--- config.mk ---
export PLATFORM = sky130hd
export DESIGN_NAME = muxn_stage
export DESIGN_NICKNAME = d
export VERILOG_FILES = /design/src/rtl/muxn_stage.sv
export SDC_FILE = /design/constraint.sdc
export NUM_CORES = 1
export LEC_CHECK = 0
export BUFFER_PORTS_ARGS = -buffer_cell sky130_fd_sc_hd__buf_2
export CORE_MARGIN = 8
export CORE_UTILIZATION = 42
export DETAILED_ROUTE_END_ITERATION = 12
export PLACE_DENSITY = 0.81
export SYNTH_ARGS = -nofsm -noshare
export SYNTH_HDL_FRONTEND = slang
export SYNTH_SLANG_ARGS = --single-unit
--- constraint.sdc ---
create_clock -name clk -period 1.42 [get_ports clk]
set_input_delay 0 -clock clk [delete_from_list [all_inputs] [get_ports clk]]
set_output_delay 0 -clock clk [all_outputs]
set_load 0.02 [all_outputs]
--- src/rtl/muxn_stage.sv ---
// muxn_stage: N-way WIDTH-bit selector feeding a one-entry registered,
// valid/ready handshaked output stage.
// Build option MUXN_RR_EN: adds the rr_mode port and the ptr register for
// round-robin arbitration. Without it the block always uses direct select.
module muxn_stage #(
   parameter int WIDTH = 32,
   parameter int N     = 4,
   parameter int SEL_W = 2
) (
   input  logic               clk,
   input  logic               reset,
   input  logic [N*WIDTH-1:0] in_data,
   input  logic [N-1:0]       in_valid,
   output logic [N-1:0]       in_ready,
   input  logic [SEL_W-1:0]   select,
`ifdef MUXN_RR_EN
   input  logic               rr_mode,
`endif
   output logic [WIDTH-1:0]   out_data,
   output logic [SEL_W-1:0]   out_sel,
   output logic               out_valid,
   input  logic               out_ready
);

   // Unflattened view of the input words, one per lane
   logic [WIDTH-1:0] in_word [N];
   for (genvar i = 0; i < N; i++) begin : g_lane
      assign in_word[i] = in_data[i*WIDTH +: WIDTH];
   end

   logic             load_ok;
   logic             dir_ok;
   logic             rr;
   logic [SEL_W-1:0] sel_idx;
   logic             sel_ok;
   logic             xfer;
   logic [WIDTH-1:0] chosen;

   // Output entry can accept a new word when empty or draining this cycle
   assign load_ok = !out_valid || out_ready;
   assign dir_ok  = int'(select) < N;

`ifdef MUXN_RR_EN
   logic [SEL_W-1:0] ptr;
   logic [SEL_W-1:0] gnt_idx;
   logic             gnt_found;

   assign rr = rr_mode;

   // Round-robin grant: first valid lane scanning from ptr, wrapping mod N
   always_comb begin
      int j;
      gnt_found = 1'b0;
      gnt_idx   = '0;
      j         = 0;
      for (int k = 0; k < N; k++) begin
         j = int'(ptr) + k;
         if (j >= N) j = j - N;
         if (!gnt_found && in_valid[j]) begin
            gnt_found = 1'b1;
            gnt_idx   = SEL_W'(j);
         end
      end
   end

   // Priority pointer advances past the granted lane on each RR transfer
   always_ff @(posedge clk) begin
      if (reset)
         ptr <= '0;
      else if (rr && xfer)
         ptr <= (int'(gnt_idx) == N-1) ? '0 : SEL_W'(int'(gnt_idx) + 1);
   end

   // Pick the source index and whether it is eligible this cycle
   always_comb begin
      sel_idx = rr ? gnt_idx : select;
      sel_ok  = rr ? gnt_found : dir_ok;
   end
`else
   assign rr = 1'b0;

   // Direct mode only: the select input names the source
   always_comb begin
      sel_idx = select;
      sel_ok  = dir_ok && !rr;
   end
`endif

   // At most one ready bit, only toward the chosen lane; held low in reset
   always_comb begin
      for (int i = 0; i < N; i++)
         in_ready[i] = !reset && load_ok && sel_ok && (sel_idx == SEL_W'(i));
   end

   assign xfer = |(in_valid & in_ready);

   // Data mux over the lanes; only consumed when a transfer happens
   always_comb begin
      chosen = '0;
      for (int i = 0; i < N; i++)
         if (sel_idx == SEL_W'(i)) chosen = in_word[i];
   end

   // One-entry output register with simultaneous drain and refill
   always_ff @(posedge clk) begin
      if (reset) begin
         out_valid <= 1'b0;
         out_data  <= '0;
         out_sel   <= '0;
      end else if (xfer) begin
         out_valid <= 1'b1;
         out_data  <= chosen;
         out_sel   <= sel_idx;
      end else if (out_ready) begin
         out_valid <= 1'b0;
      end
   end

endmodule

==> results by group, run 1 <==
Outcome
  • Status: finished, final reports clean

Drt
  • 1st-pass router iterations: 4
  • Antenna violation net count after detailed routing: 0
  • Vias per Instance: 5.49
  • Final Routed Wirelength: 8150 µm
  • WL per Instance: between 15 and 20 µm
  • Final routed DRC violation total: 0
  • Violation count after the first detailed-route iteration: 93
  • Detailed-route via count: 2619

Critical path
  • Kind of start point of the critical path: flop
  • Required time at the endpoint of the critical path: ~1400 ps
  • Worst EP arrival: about 1400 ps
  • Family with the most delay on the worst path: simple AND/OR/NAND/NOR gates
  • Cell with the largest stage delay on the worst path: dfxtp_1
  • Bufs and invs on worst path: 1
  • Largest driver fanout on the critical path: 3
  • Ordered list of cells on the worst path: nand2b_2 > nor3b_2 > and2_1 > buf_2
  • Kind of end point of the critical path: primary output
  • Worst stage delay on the critical path: about 330 ps
  • Critical Setup Path Class: reg2out

GRT
  • Largest net degree at the start of global routing: 69
  • Number of antenna violations at the first check in global routing: 0
  • Gr ovfl total: 0
  • Aggregate global-route resource usage: approximately 17%
  • Vias in the first global route: about 2600
  • Global-route wire length before repair: about 12000 µm

Placement
  • Input/output buffers: 175
  • Post-Place Worst Slack: 44.5 ps
  • Final RePlAce weighted congestion: between 0.7 and 0.8
  • Number of placed cells counting well taps: 471
  • HPWL after detailed placement: 6380 µm

Timing
  • Final number of hold-violating endpoints: 0
  • Headroom to the max-slew limit: 72.5%
  • Highest clock frequency the design can meet: 740 MHz
  • Final-report setup violation count: 0
  • Number of pins with negative max-slew slack in the final report: 0
  • Shortest clock period the worst path allows after layout: 1350 ps
  • TNS Setup: 0 ps
  • Final worst path period share: 95.2%
  • Measured slew at the worst slew-check pin: 412 ps
  • Final worst-path setup slack: 67.7 ps
  • Setup clock skew after layout: 4.40 ps

Die
  • Row count: 28
  • Effective utilization at floorplan: 43.2%
  • Overall die width: between 90 and 100 µm
  • IO Pins: 176
  • Total die area: 0.00880 mm²
  • Area of the placeable core: between 0.005 and 0.006 mm²
  • Die Span Y: 93.8 µm

Power and ir drop
  • Largest vdd supply drop: 0.000429 V
  • Post-layout power: 2.65 mW
  • Power per standard cell area: 753 mW/mm²
  • Static Leak: 1.55 nW

Finish
  • Post-route insts no fill: 477
  • Combined area of the multi-input logic cells: 0.00154 mm²
  • Fillers: 550
  • Share of layout cells above drive strength 1: 59.5%
  • Fraction of the core area covered by cells at the end of the flow: 59.8%
  • P&R area growth vs syn: 38.4%
  • Total Nets Final: 540
  • Inserted Diodes: 0
  • Storage cell area: approximately 700 µm²

Clocking
  • Clock tree from TritonCTS: yes
  • CTS H-tree depth: 2
  • Post_cts resized: 0
  • Clock root buffer master: clkbuf_8
  • Number of setup buffers added after CTS: 0
  • Clock Path Buffers: 2
  • Number of buffers created by CTS: 5
  • Clock-pin slew on the worst setup and hold paths: 70 ps
  • Post-CTS Hold Buffers: 0
  • Clock network latency to the later pin of the worst-skew pair: 280 ps
  • Number of sinks driven by the clock tree: 35

Min path
  • Worst Hold Class: in2reg

Yosys
  • Area share of xor/xnor cells in the synthesized design: 0%
  • Proportion of synthesized area in mux cells: 29.7%
  • Simple-gate share of the synthesized area: 9.89%
  • Fraction of the mapped netlist area in adder cells: 0%
  • Area of the mapped netlist: between 0.002 and 0.003 mm²
  • Number of cells produced by synthesis: 246
  • Share of the yosys chip area belonging to registers: 27.6%
  • Combinational family with the most area after synthesis: multiplexers
  • Synth cell types: 22
  • Area fraction in compound gates after synthesis: 20.5%
  • Area fraction of the dominant cell type after synthesis: 29.2%
  • Syn Nets: between 300 and 400
  • Area contributors post-synth: mux4_2 29%, dfxtp_1 28%, a31o_1 11%, nand4_1 8.1%, inv_1 5.0%
  • Total number of yosys warnings: 0
  • FF+latch count, synth: 35
  • Cell type with the largest total area after synthesis: mux4_2
  • Avg Synthesized Cell Area: 10.3 µm²

Job
  • Count of maximum capacitance violations: 0
cell families after synthesis:
kind of cell | Yosys count
AOI/OAI and AO/OA | 69
buffers and inverters | 69
DFF | 35
muxes | 34
and+or+nand+nor | 39
cells in the mapped netlist:
cell type / number
a31oi_1: 1
inv_2: 1
a21oi_1: 21
clkbuf_1: 18
inv_1: 34
and2_1: 1
nor3b_1: 1
nor2b_1: 1
nand2b_1: 1
and4b_1: 1
mux4_2: 33
buf_1: 1
and4_1: 1
buf_4: 2
a211oi_1: 1
buf_6: 5
nand4_1: 33
a31o_1: 33
mux2_1: 1
dfxtp_1: 35
a21oi_2: 13
buf_2: 8
layout by cell type (no fill, tap or decap):
master	instances
a211oi_1	1
a21oi_1	21
a21oi_2	13
a31o_1	33
a31oi_1	1
and2_1	1
and4_1	1
and4b_1	1
buf_12	3
buf_2	175
buf_4	5
buf_6	1
clkbuf_1	1
clkbuf_8	5
dfxtp_1	35
inv_1	33
inv_2	2
mux2_1	1
mux4_2	33
nand2b_2	1
nand4_1	33
nor2b_1	1
nor3b_2	1
state kept, by name, summed over array words and instances (netlist names):
register,flops
out_sel,2
out_data,32
out_valid,1
stage by stage:
| step | area [µm²] | hold WS [ps] |
|---|---|---|
| 5_1_grt | 3520 | 24.0 |
| 3_5_place_dp | 3440 | 305 |
| 6_report | 3520 | 5.27 |
| 2_1_floorplan | 2540 | 211 |
| 4_1_cts | 3510 | 4.97 |
| 3_3_place_gp | 3440 | 297 |
worst paths after layout:
path,from,end,slack [ps],cells past startpoint
setup / recovery,out_valid$_SDFFE_PP0P_,in_ready[1],70,4
hold / removal,reset,out_data[23]$_SDFFE_PP0P_,5,2
setup reg to reg,out_valid$_SDFFE_PP0P_,out_data[20]$_SDFFE_PP0P_,300,4
hold reg to reg,out_data[17]$_SDFFE_PP0P_,out_data[17]$_SDFFE_PP0P_,530,3
power breakdown:
part           switching [mW]  leakage [nW]  internal [mW]  total, mW
Clock                   0.329        0.0371          0.327      0.655
Sequential             0.0305         0.286           1.05       1.08
Combinational           0.457          1.23          0.457      0.915
Total                   0.816          1.55           1.83       2.65
metal layers:
| metal | wire length [µm] | GRT usage, % | share of wire (%) | up-vias |
|---|---|---|---|---|
| li1 | - | - | - | 1263 |
| met1 | 3000 | 19.0 | 37 | 1224 |
| met2 | 4240 | 30.3 | 52 | 126 |
| met3 | 824 | 6.79 | 10 | 6 |
| met4 | 87 | 4.89 | 1.1 | 0 |
| met5 | 0 | 0 | 0 | - |
worst reg2reg max path: cells and delay by family (launching register included):
family / cells / cell delay, ps
flip-flops: 1 / 360
buffers and inverters: 1 / 200
AO/OA/AOI/OAI: 2 / 390
AND/OR/NAND/NOR: 1 / 120
area by class of cell:
class / instances / area share [%]
multi-input combinational: 142 / 43.6
timing repair buffer: 184 / 28.0
clock buffer: 6 / 2.06
inverter: 35 / 3.73
sequential: 35 / 19.9
tap: 75 / 2.67
Note: power is estimated with default switching activity, not from simulation.
==> run 2, diff against run 1 <==
Settings changed: ABC_AREA set to 1, CAP_MARGIN set to 20, CORE_UTILIZATION 42 to 40.
==> results by group, run 2 <==
Finish
  • Fillers: 544 (-1.1%)
  • Inserted Diodes: 0 (unchanged)
  • Combined area of the multi-input logic cells: 0.00131 mm² (-15%)
  • Flip-flop count of the largest register after layout: 32 (unchanged)
  • Commonest cells after routing, fill and taps aside: 192 x nand2_1, 175 x buf_2, 64 x nor2_1
  • Total Nets Final: 723 (+34%)
  • Most frequent standard cell in the layout excluding fill and tap cells: nand2_1
  • Register containing the most flip-flops in the final layout: out_data
  • Storage cell area: 702 µm² (+0.18%)
  • Top Registers: out_data: 32 flops, out_sel: 2 flops, out_valid: 1 flops
  • Post-route insts no fill: 659 (+38%)
  • P&R area growth vs syn: 55.3%
  • Share of layout cells above drive strength 1: 36.3% (-23 points)

Yosys
  • Cell type with the largest total area after synthesis: nand2_1
  • Total number of yosys warnings: 0 (unchanged)
  • Syn Nets: 546 (+43%)
  • FF+latch count, synth: 35 (unchanged)
  • Most used flip-flop cell after synthesis: dfxtp_1
  • Number of cells produced by synthesis: 409 (+66%)
  • Share of the yosys chip area belonging to registers: 31.4% (+3.8 points)
  • Area contributors post-synth: nand2_1 33%, dfxtp_1 31%, nor2_1 11%, nand4_1 9.3%, inv_1 5.9%
  • Area fraction of the dominant cell type after synthesis: 32.8% (+3.6 points)
  • Area of the mapped netlist: 0.00223 mm² (-12%)
  • Number of enable-type register cells in the synthesized netlist: 0 (unchanged)
  • Most frequent cells after synthesis: 195 x nand2_1, 67 x nor2_1, 35 x dfxtp_1, 35 x inv_1, 33 x nand4_1
  • Avg Synthesized Cell Area: 5.45 µm² (-47%)
  • Proportion of register bits with asynchronous set or reset after synthesis: 0% (unchanged)
  • Most repeated cell in the gate-level netlist after synthesis: nand2_1
  • Synth cell types: 16 (-27%)

Job
  • Count of maximum capacitance violations: 0 (unchanged)

Clocking
  • Clock-pin slew on the worst setup and hold paths: 70 ps (about the same)
  • Number of buffers created by CTS: 5 (unchanged)
  • Clock Path Buffers: 2 (unchanged)
  • Clock tree from TritonCTS: yes
  • Clock root buffer master: clkbuf_8
  • Number of sinks driven by the clock tree: 35 (unchanged)
  • CTS H-tree depth: 2 (unchanged)
  • Clock network latency to the later pin of the worst-skew pair: 280 ps (about the same)

Timing
  • Measured slew at the worst slew-check pin: 370 ps (-42.1 ps)
  • Final number of hold-violating endpoints: 0 (unchanged)
  • Final worst-path setup slack: 53.5 ps (-14.2 ps)
  • Shortest clock period the worst path allows after layout: 1370 ps (+14.2 ps)
  • Setup clock skew after layout: 4.49 ps (+0.0854 ps)
  • Final worst path period share: 96.2% (+1.0 points)
  • Headroom to the max-slew limit: 75.3% (+2.8 points)
  • Number of pins with negative max-slew slack in the final report: 0 (unchanged)
  • Final-report setup violation count: 0 (unchanged)
  • Highest clock frequency the design can meet: 732 MHz (-1.0%)
  • Worst hold slack: 45.8 ps (+40.5 ps)
  • TNS Setup: 0 ps (unchanged)

Min path
  • Terminating pin of the worst hold path: out_data[31]$_SDFFE_PP0P_
  • HP Start: in_data[63]
  • Worst Hold Class: in2reg
  • Worst Hold Path Cells: 5 (+3)

Drt
  • Topmost layer with routed signal wires: met4
  • Met3 routed WL: 688 µm (-17%)
  • Violation count after the first detailed-route iteration: 97 (+4.3%)
  • Final Routed Wirelength: 8920 µm (+9.4%)
  • Antenna violation net count after detailed routing: 0 (unchanged)
  • Vias per Instance: 4.71 (-14%)
  • Detailed-route via count: 3103 (+18%)
  • WL met2: 4440 µm (+4.7%)
  • WL per Instance: 13.5 µm (-21%)
  • Final routed DRC violation total: 0 (unchanged)
  • Wire length the detailed router placed on met1: 3560 µm (+19%)
  • 1st-pass router iterations: 4 (unchanged)

GRT
  • Aggregate global-route resource usage: 20.2% (+2.8 points)
  • Largest net degree at the start of global routing: 36 (-48%)
  • Gr ovfl total: 0 (unchanged)
  • Vias in the first global route: 3098 (+17%)
  • Global-route wire length before repair: 13900 µm (+12%)
  • Number of antenna violations at the first check in global routing: 0 (unchanged)

Critical path
  • Worst R2R Path Depth: 8 (+4)
  • Worst EP arrival: 1550 ps (+200 ps)
  • Worst flop-to-flop path endpoint: out_data[21]$_SDFFE_PP0P_
  • Kind of start point of the critical path: flop
  • Required time at the endpoint of the critical path: 1600 ps (+180 ps)
  • Critical Setup Path Class: reg2reg
  • Kind of end point of the critical path: flop
  • Slack of the worst reg-to-reg path: 50 ps (-250 ps)
  • Largest driver fanout on the critical path: 15 (+12)
  • Reg2Reg Launch Point: out_valid$_SDFFE_PP0P_

Power and ir drop
  • Static Leak: 2.02 nW (+30%)
  • Power per standard cell area: 841 mW/mm² (+12%)
  • Largest vdd supply drop: 0.000436 V (+1.5%)
  • Post-layout power: 2.91 mW (+10%)

Placement
  • Final RePlAce weighted congestion: 0.771 (-0.77%)
  • HPWL after detailed placement: 6730 µm (+5.4%)
  • Input/output buffers: 175 (unchanged)
  • Number of placed cells counting well taps: 644 (+37%)
  • Post-Place Worst Slack: 52.2 ps (+7.73 ps)

Die
  • Overall die width: 90.7 µm (-3.3%)
  • Effective utilization at floorplan: 41.0% (-2.2 points)
  • Row count: 27 (-3.6%)
  • IO Pins: 176 (unchanged)
  • Area of the placeable core: 0.00544 mm² (-7.6%)
  • Die Span Y: 90.7 µm (-3.3%)
  • Total die area: 0.00822 mm² (-6.6%)

Outcome
  • Status: finished, final reports clean
run 2: critical path: stages, from the launching register on:
cell       delay (ps)
dfxtp_2           340
a21oi_4           130
nand3_1           100
nand2_2           130
nor2_4             60
buf_12            140
clkbuf_16         170
nor2_1            120
nor2_1             60
run 2: logic make-up (layout without fill, tap and decap cells):
family / count (synthesis) / count (layout) / share of synthesized area [%]
AO/OA/AOI/OAI: 6 / 6 / 1.35
AND/OR/NAND/NOR: 306 / 306 / 56.0
flip-flops: 35 / 35 / 31.4
buffers and inverters: 62 / 240 / 11.3
run 2: worst max path at each step:
stage                                       from                        end  slack [ps]
final                     out_valid$_SDFFE_PP0P_  out_data[21]$_SDFFE_PP0P_          50
after global placement    out_valid$_SDFFE_PP0P_    out_sel[0]$_SDFFE_PP0P_         160
after CTS                 out_valid$_SDFFE_PP0P_                in_ready[2]          30
after floorplan           out_valid$_SDFFE_PP0P_    out_sel[0]$_SDFFE_PP0P_           4
after detailed placement  out_valid$_SDFFE_PP0P_  out_data[24]$_SDFFE_PP0P_          50
after global routing      out_valid$_SDFFE_PP0P_   out_data[8]$_SDFFE_PP0P_         -40
run 2: stage by stage:
stage / util, % / instance area [µm²]
after floorplan: - / 2230
after global placement: 59.2 / 3220
after detailed placement: 59.2 / 3220
after CTS: 61.2 / 3330
after global routing: 63.7 / 3460
final: 63.7 / 3460
run 2: area by class of cell:
cell class | count | area share [%]
Sequential cell | 35 | 20.3
Multi-Input combinational cell | 312 | 37.8
Clock buffer | 8 | 2.89
Inverter | 39 | 4.23
Tap cell | 72 | 2.60
Timing Repair Buffer | 193 | 32.2
run 2: what timing repair did:
action | 4_1_cts | 5_1_grt
hold buffers | 1 | 0
resized for setup | 0 | 8
endpoints found under the hold margin | 1 | 0
endpoints found under the setup margin | 0 | 36
setup buffers | 0 | 3
run 2: power breakdown:
group	switching, mW	total, mW	leakage [nW]	internal [mW]
registers	0.0435	1.12	0.289	1.08
clock network	0.346	0.789	0.0515	0.443
logic	0.568	1.00	1.68	0.436
total	0.958	2.91	2.02	1.96
run 2: per-layer routing:
metal  vias to the layer above  track usage [%]
li1                       1604                -
met1                      1358             21.1
met2                       122             35.9
met3                        19             7.07
met4                         0             7.91
met5                         -                0
==> run 3, diff against run 2 <==
Settings changed: CORE_UTILIZATION 40 to 36, PLACE_DENSITY 0.81 to 0.77.
Clock period 1.42 ns to 1.1 ns, I/O delays scaled along.
==> results by group, run 3 (synthesis results as in run 2) <==
GRT
  • Grt met1 use: 21.6% (+0.48 points)
  • Met3 demand-to-capacity share in global routing: 4.68% (-2.4 points)
  • Largest net degree at the start of global routing: 32 (-11%)
  • Met2 Resource Use GR: 35.2% (-0.76 points)
  • Gr ovfl total: 0 (unchanged)
  • Vias in the first global route: 3066 (-1.0%)
  • Aggregate global-route resource usage: 19.5% (-0.67 points)
  • Global-route wire length before repair: 14200 µm (+2.2%)
  • Top Usage Layer GRT: met2
  • Number of antenna violations at the first check in global routing: 0 (unchanged)

Critical path
  • Source of the critical timing path: out_valid$_SDFFE_PP0P_
  • Required time at the endpoint of the critical path: 1270 ps (-330 ps)
  • Worst EP arrival: 1470 ps (-80 ps)
  • Critical Setup Path Class: reg2reg
  • Kind of end point of the critical path: flop
  • Kind of start point of the critical path: flop
  • Reg2Reg Launch Point: out_valid$_SDFFE_PP0P_
  • Largest driver fanout on the critical path: 22 (+7)

Die
  • Area of the placeable core: 0.00596 mm² (+9.5%)
  • Overall die width: 94.7 µm (+4.5%)
  • Total die area: 0.00897 mm² (+9.1%)
  • Die Span Y: 94.7 µm (+4.5%)
  • Effective utilization at floorplan: 37.5% (-3.6 points)
  • Row count: 28 (+3.7%)
  • IO Pins: 176 (unchanged)

Placement
  • Post-Place Worst Slack: -195 ps (-247 ps)
  • Number of placed cells counting well taps: 659 (+2.3%)
  • Final RePlAce weighted congestion: 0.871 (+13%)
  • Cell area after placement: 0.00333 mm² (+3.3%)
  • HPWL after detailed placement: 7100 µm (+5.5%)
  • Input/output buffers: 175 (unchanged)

Finish
  • Share of layout cells above drive strength 1: 38.3% (+2.0 points)
  • Storage cell area: 704 µm² (+0.36%)
  • Post-route standard cell area excluding fillers: 0.00354 mm² (+2.3%)
  • Top Registers: out_data: 32 flops, out_sel: 2 flops, out_valid: 1 flops
  • P&R area growth vs syn: 58.9%
  • Inserted Diodes: 0 (unchanged)
  • Register containing the most flip-flops in the final layout: out_data
  • Most frequent standard cell in the layout excluding fill and tap cells: nand2_1
  • Total Nets Final: 733 (+1.4%)
  • Commonest cells after routing, fill and taps aside: 190 x nand2_1, 171 x buf_2, 65 x nor2_1
  • Combined area of the multi-input logic cells: 0.00136 mm² (+4.1%)
  • Flip-flop count of the largest register after layout: 32 (unchanged)
  • Post-route insts no fill: 670 (+1.7%)
  • Fillers: 615 (+13%)

Timing
  • Measured slew at the worst slew-check pin: 346 ps (-23.4 ps)
  • Final-report setup violation count: 39 (+39)
  • Worst hold slack: 57.9 ps (+12.1 ps)
  • Final worst-path setup slack: -199 ps (-253 ps)
  • Shortest clock period the worst path allows after layout: 1300 ps (-67.0 ps)
  • Highest clock frequency the design can meet: 770 MHz (+5.2%)
  • Unrepaired setup endpoints after global routing: true
  • Setup clock skew after layout: 3.99 ps (-0.493 ps)
  • Final worst path period share: 118% (+22 points)
  • Headroom to the max-slew limit: 76.9% (+1.6 points)
  • Number of pins with negative max-slew slack in the final report: 0 (unchanged)
  • Final number of hold-violating endpoints: 0 (unchanged)

Drt
  • Violation count after the first detailed-route iteration: 108 (+11%)
  • Final Routed Wirelength: 8900 µm (-0.21%)
  • Final routed DRC violation total: 0 (unchanged)
  • Vias per Instance: 4.69 (-0.47%)
  • WL per Instance: 13.3 µm (-1.9%)
  • 1st-pass router iterations: 4 (unchanged)
  • Detailed-route via count: 3140 (+1.2%)
  • Antenna violation net count after detailed routing: 0 (unchanged)

Power and ir drop
  • Largest vdd supply drop: 0.000574 V (+32%)
  • Post-layout power: 3.59 mW (+23%)
  • Static Leak: 2.04 nW (+1.4%)
  • Power per standard cell area: 1010 mW/mm² (+21%)

Outcome
  • Failing checks: negative setup slack
  • Status: finished, violations left

Clocking
  • Clock root buffer master: clkbuf_8
  • Number of buffers created by CTS: 5 (unchanged)
  • Clock tree from TritonCTS: yes
  • Clock Path Buffers: 2 (unchanged)
  • Clock-pin slew on the worst setup and hold paths: 60 ps (about the same)
  • CTS H-tree depth: 2 (unchanged)
  • Clock network latency to the later pin of the worst-skew pair: 280 ps (about the same)
  • Number of sinks driven by the clock tree: 35 (unchanged)

Job
  • Count of maximum capacitance violations: 0 (unchanged)

Min path
  • HP Start: in_data[33]
  • Worst Hold Class: in2reg
## run 3: cell count changes in the layout (fill, tap and decap cells not counted), sizes merged
| cell | before | now |
|---|---|---|
| buf | 189 | 202 |
| clkbuf | 11 | 6 |
## run 3: stage by stage
stage / util, % / setup TNS, ps
detailed placement: 55.9 / -5890
floorplan: - / -4120
global route: 59.5 / -10060
global placement: 55.9 / -4110
CTS: 59.1 / -6920
finish: 59.5 / -6570
## run 3: per-layer routing
metal  vias up  routed length (µm)
met4         0                 187
met1      1377                3430
met3        15                 856
met2       128                4420
li1       1620                   -
met5         -                   0
## run 3: path summary, 6_finish.rpt
kind | endpoint | slack (ps) | cells after the start
worst max-delay path | out_data[19]$_SDFFE_PP0P_ | -200 | 8
worst min register to register | out_sel[1]$_SDFFE_PP0P_ | 470 | 2
worst max register to register | out_data[19]$_SDFFE_PP0P_ | -200 | 8
worst min-delay path | out_data[1]$_SDFFE_PP0P_ | 60 | 5
## run 3: final cells by class
type,instances,area share (%)
clock buffers,6,2.05
inverters,39,4.27
multi-input cells,312,38.5
flip-flops and latches,35,19.9
well taps,75,2.65
repair buffers,203,32.7
## run 3: what timing repair did
| item | 4_1_cts | 5_1_grt |
|---|---|---|
| hold buffers | 1 | 0 |
| endpoints found under the hold margin | 1 | 0 |
| setup endpoints to repair | 39 | 39 |
| resized for setup | 23 | 6 |
| setup buffers | 4 | 0 |
| pin swaps | 2 | 2 |
## run 3: report_power, final
group,total (mW),switching [mW],internal (mW)
clock network,0.836,0.415,0.422
registers,1.45,0.0579,1.39
logic,1.31,0.748,0.561
total,3.59,1.22,2.37
## run 3: worst max-delay path: stages, from the launching register on
cell	delay, ps
dfxtp_4	380
nand2_4	60
nand4_1	120
nand2_2	90
nor2_4	190
buf_12	180
nand2_1	60
nand2_1	70
nor2_1	40
